## src/rtl/alu_arbiter.sv

```systemverilog
// Round-robin arbiter sharing one ALU between two valid/ready requesters.
// Operands are registered on grant, and the result is returned to the requester that issued the op.
module alu_arbiter #(
   parameter int DATA_WIDTH  = 32,
   parameter int SEL_WIDTH   = 4,
   parameter int ALU_LATENCY = 0
) (
   input  logic                  i_clk,
   input  logic                  i_reset_n,
   input  logic                  i_req0_valid,
   output logic                  o_req0_ready,
   input  logic [DATA_WIDTH-1:0] i_req0_a,
   input  logic [DATA_WIDTH-1:0] i_req0_b,
   input  logic [SEL_WIDTH-1:0]  i_req0_sel,
   output logic                  o_rsp0_valid,
   input  logic                  i_rsp0_ready,
   output logic [DATA_WIDTH-1:0] o_rsp0_data,
   output logic                  o_rsp0_zero,
   input  logic                  i_req1_valid,
   output logic                  o_req1_ready,
   input  logic [DATA_WIDTH-1:0] i_req1_a,
   input  logic [DATA_WIDTH-1:0] i_req1_b,
   input  logic [SEL_WIDTH-1:0]  i_req1_sel,
   output logic                  o_rsp1_valid,
   input  logic                  i_rsp1_ready,
   output logic [DATA_WIDTH-1:0] o_rsp1_data,
   output logic                  o_rsp1_zero,
   output logic [DATA_WIDTH-1:0] o_alu_src_a,
   output logic [DATA_WIDTH-1:0] o_alu_src_b,
   output logic [SEL_WIDTH-1:0]  o_alu_sel,
   input  logic [DATA_WIDTH-1:0] i_alu_data,
   input  logic                  i_alu_zero,
   output logic                  o_busy
);

   typedef enum logic [1:0] {
      S_IDLE = 2'd0,
      S_EXEC = 2'd1,
      S_RESP = 2'd2
   } state_e;

   // Final EXEC count: the result is sampled when the counter reaches it.
   localparam logic LAST_CNT = (ALU_LATENCY == 1);

   state_e                state_q, state_d;
   logic                  last_grant_q, last_grant_d;
   logic                  owner_q, owner_d;
   logic                  cnt_q, cnt_d;
   logic [DATA_WIDTH-1:0] a_q, a_d;
   logic [DATA_WIDTH-1:0] b_q, b_d;
   logic [SEL_WIDTH-1:0]  sel_q, sel_d;
   logic [DATA_WIDTH-1:0] data_q, data_d;
   logic                  zero_q, zero_d;
   logic [1:0]            rsp_valid_q, rsp_valid_d;
   logic                  busy_q, busy_d;

   logic                  idle_s;
   logic                  grant_s;
   logic [1:0]            ready_s;
   logic                  req_hs_s;
   logic                  rsp_hs_s;

   // Requester 1 wins a tie only when requester 0 was served last.
   assign idle_s   = (state_q == S_IDLE);
   assign grant_s  = (i_req0_valid & i_req1_valid) ? ~last_grant_q : i_req1_valid;
   assign ready_s[0] = idle_s & i_req0_valid & ~grant_s;
   assign ready_s[1] = idle_s & i_req1_valid & grant_s;
   assign req_hs_s = |ready_s;
   assign rsp_hs_s = owner_q ? (rsp_valid_q[1] & i_rsp1_ready)
                             : (rsp_valid_q[0] & i_rsp0_ready);

   // State register and datapath capture registers.
   always_ff @(posedge i_clk or negedge i_reset_n) begin
      if (!i_reset_n) begin
         state_q      <= S_IDLE;
         last_grant_q <= 1'b1;
         owner_q      <= 1'b0;
         cnt_q        <= 1'b0;
         a_q          <= {DATA_WIDTH{1'b0}};
         b_q          <= {DATA_WIDTH{1'b0}};
         sel_q        <= {SEL_WIDTH{1'b0}};
         data_q       <= {DATA_WIDTH{1'b0}};
         zero_q       <= 1'b0;
         rsp_valid_q  <= 2'b00;
         busy_q       <= 1'b0;
      end else begin
         state_q      <= state_d;
         last_grant_q <= last_grant_d;
         owner_q      <= owner_d;
         cnt_q        <= cnt_d;
         a_q          <= a_d;
         b_q          <= b_d;
         sel_q        <= sel_d;
         data_q       <= data_d;
         zero_q       <= zero_d;
         rsp_valid_q  <= rsp_valid_d;
         busy_q       <= busy_d;
      end
   end

   // Next-state and capture logic.
   always_comb begin
      state_d      = state_q;
      last_grant_d = last_grant_q;
      owner_d      = owner_q;
      cnt_d        = cnt_q;
      a_d          = a_q;
      b_d          = b_q;
      sel_d        = sel_q;
      data_d       = data_q;
      zero_d       = zero_q;
      rsp_valid_d  = rsp_valid_q;
      case (state_q)
         S_IDLE: begin
            if (req_hs_s) begin
               a_d     = grant_s ? i_req1_a   : i_req0_a;
               b_d     = grant_s ? i_req1_b   : i_req0_b;
               sel_d   = grant_s ? i_req1_sel : i_req0_sel;
               owner_d = grant_s;
               cnt_d   = 1'b0;
               state_d = S_EXEC;
            end else begin
               state_d = S_IDLE;
            end
         end
         S_EXEC: begin
            if (cnt_q == LAST_CNT) begin
               data_d      = i_alu_data;
               zero_d      = i_alu_zero;
               rsp_valid_d = owner_q ? 2'b10 : 2'b01;
               state_d     = S_RESP;
            end else begin
               cnt_d = cnt_q + 1'b1;
            end
         end
         S_RESP: begin
            if (rsp_hs_s) begin
               last_grant_d = owner_q;
               rsp_valid_d  = 2'b00;
               state_d      = S_IDLE;
            end else begin
               state_d = S_RESP;
            end
         end
         default: begin
            rsp_valid_d = 2'b00;
            state_d     = S_IDLE;
         end
      endcase
      busy_d = (state_d != S_IDLE);
   end

   assign o_req0_ready = ready_s[0];
   assign o_req1_ready = ready_s[1];
   assign o_rsp0_valid = rsp_valid_q[0];
   assign o_rsp1_valid = rsp_valid_q[1];
   assign o_rsp0_data  = data_q;
   assign o_rsp1_data  = data_q;
   assign o_rsp0_zero  = zero_q;
   assign o_rsp1_zero  = zero_q;
   assign o_alu_src_a  = a_q;
   assign o_alu_src_b  = b_q;
   assign o_alu_sel    = sel_q;
   assign o_busy       = busy_q;

endmodule

```

## config.mk

```make
export PLATFORM = sky130hd
export DESIGN_NAME = alu_arbiter
export DESIGN_NICKNAME = d
export VERILOG_FILES = /design/src/rtl/alu_arbiter.sv
export SDC_FILE = /design/constraint.sdc
export NUM_CORES = 1
export LEC_CHECK = 0
export ABC_AREA = 1
export BUFFER_PORTS_ARGS = -buffer_cell sky130_fd_sc_hd__buf_2
export CORE_ASPECT_RATIO = 0.6
export CORE_MARGIN = 2
export CORE_UTILIZATION = 44
export CTS_CLUSTER_SIZE = 16
export DETAILED_ROUTE_END_ITERATION = 6
export GPL_ROUTABILITY_DRIVEN = 0
export MAX_ROUTING_LAYER = met4
export PLACE_DENSITY_LB_ADDON = 0.3
export SLEW_MARGIN = 5
export SYNTH_ARGS = -nofsm -noshare
export SYNTH_HDL_FRONTEND = slang
export SYNTH_SLANG_ARGS = --single-unit
```

## constraint.sdc

```tcl
create_clock -name i_clk -period 2 [get_ports i_clk]
set_clock_uncertainty 0.2 [all_clocks]
set_input_delay 0.3 -clock i_clk [delete_from_list [all_inputs] [get_ports i_clk]]
set_output_delay 0.3 -clock i_clk [all_outputs]
set_load 0.005 [all_outputs]
```

======== Word level (Yosys, flattened, before mapping) ========
Index checks and enable logic that the tools add are counted.
storage, ports and cells
  output and inout bits ................... 139
  input bits .............................. 175
  memory bits (read-only) ................. 0
  register bits ........................... 109
  memories kept ........................... 0
  latch bits .............................. 0
  memory bits (writable) .................. 0
  logic and storage cells ................. 53
operators by class
  shifts and indexed selects .............. 0
  div/mod/pow operators ................... 0
  order comparisons ....................... 0
  multipliers ............................. 0
  add/subtract/negate cells ............... 1
  eq/ne operators ......................... 5
  reduce and logical (&&, ||, !) cells .... 9
  bitwise gates (word level) .............. 11
  multiplexer cells ....................... 16
operators with widths
  cell                   number
  $mux W32               2
  $pmux W2 S3            2
  $mux W2                5
  $reduce_and A2 Y1      4
  $and A1 B1 Y1          7
  $mux W1                5
  $mux W4                1
  $ne A2 B2 Y1 const B   2
  $not A1 Y1             4
  $reduce_bool A2 Y1     2
  $reduce_and A3 Y1      1
  $eq A2 B1 Y1 const B   1
  $eq A2 B2 Y1 const B   1
  $logic_not A2 Y1       1
  $ne A2 B1 Y1 const B   1
  $pmux W1 S2            1
  $reduce_or A2 Y1       1
  $add A1 B1 Y1 const B  1

======== Logic depth before layout (Yosys ltp) ========
  depth in word-level cells ............... 8
  gate-level depth with buffers ........... 7
  gate-level depth less buffers ........... 6

======== Worst setup path before layout ========
OpenSTA, ideal clock, no wires.
  path type ............................... register -> output
  start ................................... reg last_grant_q
  end ..................................... out o_req0_ready
  setup slack ............................. 0.482 ns
  stages on the path, launching flop included .. 5
  path buffers ............................ 1
  arrival time ............................ 1.018 ns
  cell sequence ........................... dfstp_2 > nand2_2 > nand2_2 > buf_2 > and3_1
on the way
  longest elaborated chain between the ends .. 4
ends and longest elaborated chain
  what                    RTL line  text
  start, declared         46        logic last_grant_q, last_grant_d;
  start signal, assigned  88        last_grant_q <= last_grant_d;
  $not A1 Y1              65        assign grant_s = (i_req0_valid & i_req1_valid) ? ~last_grant_q : i_req1_valid;
  $mux W1                 65
  $not A1 Y1              66        assign ready_s[0] = idle_s & i_req0_valid & ~grant_s;
  $and A1 B1 Y1           66
  end, declared           11        output logic o_req0_ready,
Every way passes these cells.

======== Worst setup path in the final report ========
  start ................................... reg last_grant_q
  end ..................................... out o_req1_ready
on the way
  longest elaborated chain between the ends .. 3
ends and longest elaborated chain
  what           RTL line  text
  $not A1 Y1     65
  $mux W1        65
  $and A1 B1 Y1  67        assign ready_s[1] = idle_s & i_req1_valid & grant_s;
  end, declared  20        output logic o_req1_ready,
Every way passes these cells.

==> flow_summary.toml <==
[cells_and_area]
drive_gt1_share_pct = 34.4
syn2layout_area_growth_pct = 40.1
final_net_count = 1191
final_cell_mix = "448 x sky130_fd_sc_hd__nand2_1, 312 x sky130_fd_sc_hd__buf_2, 107 x sky130_fd_sc_hd__dfrtp_1"
nFillCells = 1031
final_common_cell = "sky130_fd_sc_hd__nand2_1"
final_standard_cell_count_with_taps_included_and_fillers_excluded = 1182

[clock_network]
clock_latency_ps = 330
clock_tree_from_tritoncts = "done"
htreeDepth = 3
cts_repair_resize_count = 0
tritoncts_num_sinks = 108
numCtsBuffers = 9
post_cts_hold_buffer_count = 34
clk_pin_slew_worst_paths_ps = 70
postCtsSetupBuffers = 0
clockRootBuffer = "sky130_fd_sc_hd__clkbuf_16"
cts-root-to-sink-buffers = 2

[timing]
timing.final.hold_violations = 0
slew_violations = 0
setup-violations-final = 0
final.setup.tns_ps = 0
transition_time_at_the_pin_with_the_least_slew_margin_ps = 601
clock.fmax_mhz = 521
fin_crit_ps = 1920
rsz_0062_raised_after_global_routing = "no"
setup_slack_ps = 81.3
post-route-period-util_pct = 95.9
fin_hold_ws_ps = 40.7
worst_slew_margin_rel_pct = 59.9

[power_and_ir_drop]
flop_pwr_share_pct = 38.0
vdd_drop_max_uv = 540
combPwrFrac_pct = 44.2
p_leak_nw = 4.55
cellInternalPower_mw = 6.17
p_clk_share_pct = 17.8
p_switching_mw = 4.05
powerDensity_mw_per_mm2 = 1380
power.share.switching_pct = 39.7

[grt]
global_route.overflow_total = 0
first_global_vias = 5141
antenna_found_initial = 1
grt_pass1_wl_um = 25800
global_route.usage.total_pct = 25.7
pin_count_of_the_biggest_net_entering_global_routing = 63

[worst_setup_path]
critical_path.slowest_cell = "sky130_fd_sc_hd__dfstp_2"
path_class = "register to output pin"
crit_start = "last_grant_q$_DFFE_PN1P_"
cell_with_the_most_instances_on_the_worst_path = "sky130_fd_sc_hd__nand2_2"
register_to_register_path_depth = 7
timing.critical_path.cells = "nand2_2 -> nand2_2 -> buf_4 -> nor2_1 -> buf_2"
worst_r2r_startpoint = "last_grant_q$_DFFE_PN1P_"
critPathMaxStageDelay_ps = 540
worst_setup_path_end_kind = "output pin"
critical_path.reg2reg.endpoint = "o_alu_src_a[29]$_DFFE_PN0P_"
crit_end = "o_req1_ready"
critPathMaxFanout = 8
cp-start-kind = "register"
worst_ep_arrival_time_ps = 1420
required_time_of_the_worst_setup_path_ps = 1500
regToRegSetupSlack_ps = 460

[routing]
drt_pre_antenna_iters = 5
vias = 5521
routed_wl_um = 16200
post_drt_via_cell_ratio = 4.67
drcViolationCount = 0
drtAntennaViolNets = 0
drt_iter0_drc = 303
avgRoutedWirePerCell_um = 13.7

[place]
post-place-cells = 1131
detailed_place_hpwl_um = 11500
place.port_buffers = 313
pre_cts_ws_ps = 442

[synthesis]
netlist.area_leader.share_pct = 50.6
synth_warnings = 0
syn_area_sq_mm = 0.00529
ys_ff_latch = 108
yosysSeqAreaShare_pct = 51.1
synthDistinctLibCells = 17
syn-num-nets = 894
synthCells = 719
yosysTopAreaCell = "sky130_fd_sc_hd__dfrtp_1"
synthTopCellsByArea = "sky130_fd_sc_hd__dfrtp_1 51%, sky130_fd_sc_hd__nand2_1 32%, sky130_fd_sc_hd__nand3_1 6.8%"
synth.avg_cell_area_sq_um = 7.36

[outcome]
run_status = "complete, no violations"

[floorplanning]
design.portCount = 314
core_sq_mm = 0.0115
placement_rows = 30
initial_utilization_pct = 45.9
die_height_um = 88.9
die_w_um = 146
die_area_sq_mm = 0.0129

[worst_hold_path]
hp_class = "input port to register"

[run]
drv_cap = 0
==> cell type report <==
cell class	count	area [sq um]	share of cell area [%]
diodes	1	2.50	0.0338
clock buffers	10	239	3.22
clock inverters	6	70.1	0.945
inverters	6	22.5	0.304
multi-input cells	530	2110	28.4
flip-flops and latches	108	2700	36.5
well taps	160	200	2.70
repair buffers	361	2060	27.9
==> routing by layer <==
metal,track usage [%],part of all wire (%)
met1,32.8,43
met2,42.9,49
met3,5.51,6.5
met4,5.97,1.4
met5,-,0
==> worst max-delay path: cells and delay by family, from the launching register on <==
kind	cells	cell delay (ps)
flip-flops	1	540
AND/OR/NAND/NOR	3	250
buffers and inverters	2	310
==> power by group through the flow <==
stage	Clock [mW]	Sequential, mW	Combinational (mW)
4_1_cts	1.87	3.87	4.56
6_report	1.82	3.89	4.51
2_1_floorplan	0	3.95	2.67
5_1_grt	1.96	4.03	5.13
3_3_place_gp	0	3.88	4.40
3_5_place_dp	0	3.88	4.51
==> Yosys cell counts (all sizes together) <==
cell type	instances
clkbuf	11
nand3	72
buf	64
nand2	450
nor2	3
and3	1
o21bai	1
inv	6
o21ai	3
dfstp	1
dfrtp	107
==> metrics by stage <==
step	util [%]	cell area, sq um	power (mW)
2_1_floorplan	-	5290	6.62
3_3_place_gp	58.7	6760	8.28
3_5_place_dp	58.7	6760	8.39
4_1_cts	64.3	7410	10.3
5_1_grt	64.3	7410	11.1
6_report	64.3	7410	10.2
==> flip-flops by register name, indices dropped and copies added (netlist names) <==
name and flops:
last_grant_q 1, o_alu_sel 4, o_alu_src_a 32, o_alu_src_b 32, o_busy 1, o_rsp0_data 32, o_rsp0_zero 1, owner_q 1
rsp_valid_q 2, state_q 2
==> how the worst min path moves through the flow <==
stage,from,to,slack (ps),cells after the start
floorplan,i_reset_n,o_alu_sel[0]$_DFFE_PN0P_,-200,0
global placement,i_reset_n,o_alu_src_b[7]$_DFFE_PN0P_,-80,1
detailed placement,i_reset_n,o_rsp0_data[28]$_DFFE_PN0N_,-80,1
CTS,i_req0_a[28],o_alu_src_a[28]$_DFFE_PN0P_,30,5
global route,i_req0_a[8],o_alu_src_a[8]$_DFFE_PN0P_,50,5
finish,i_req0_a[28],o_alu_src_a[28]$_DFFE_PN0P_,40,5
==> cells by family after synthesis <==
kind of cell / after synthesis / synth area share (%)
and+or+nand+nor: 526 / 39.2
AOI/OAI and AO/OA: 4 / 0.639
DFF: 108 / 51.1
buffers and inverters: 81 / 9.03
Note: power is estimated with default switching activity, not from simulation.
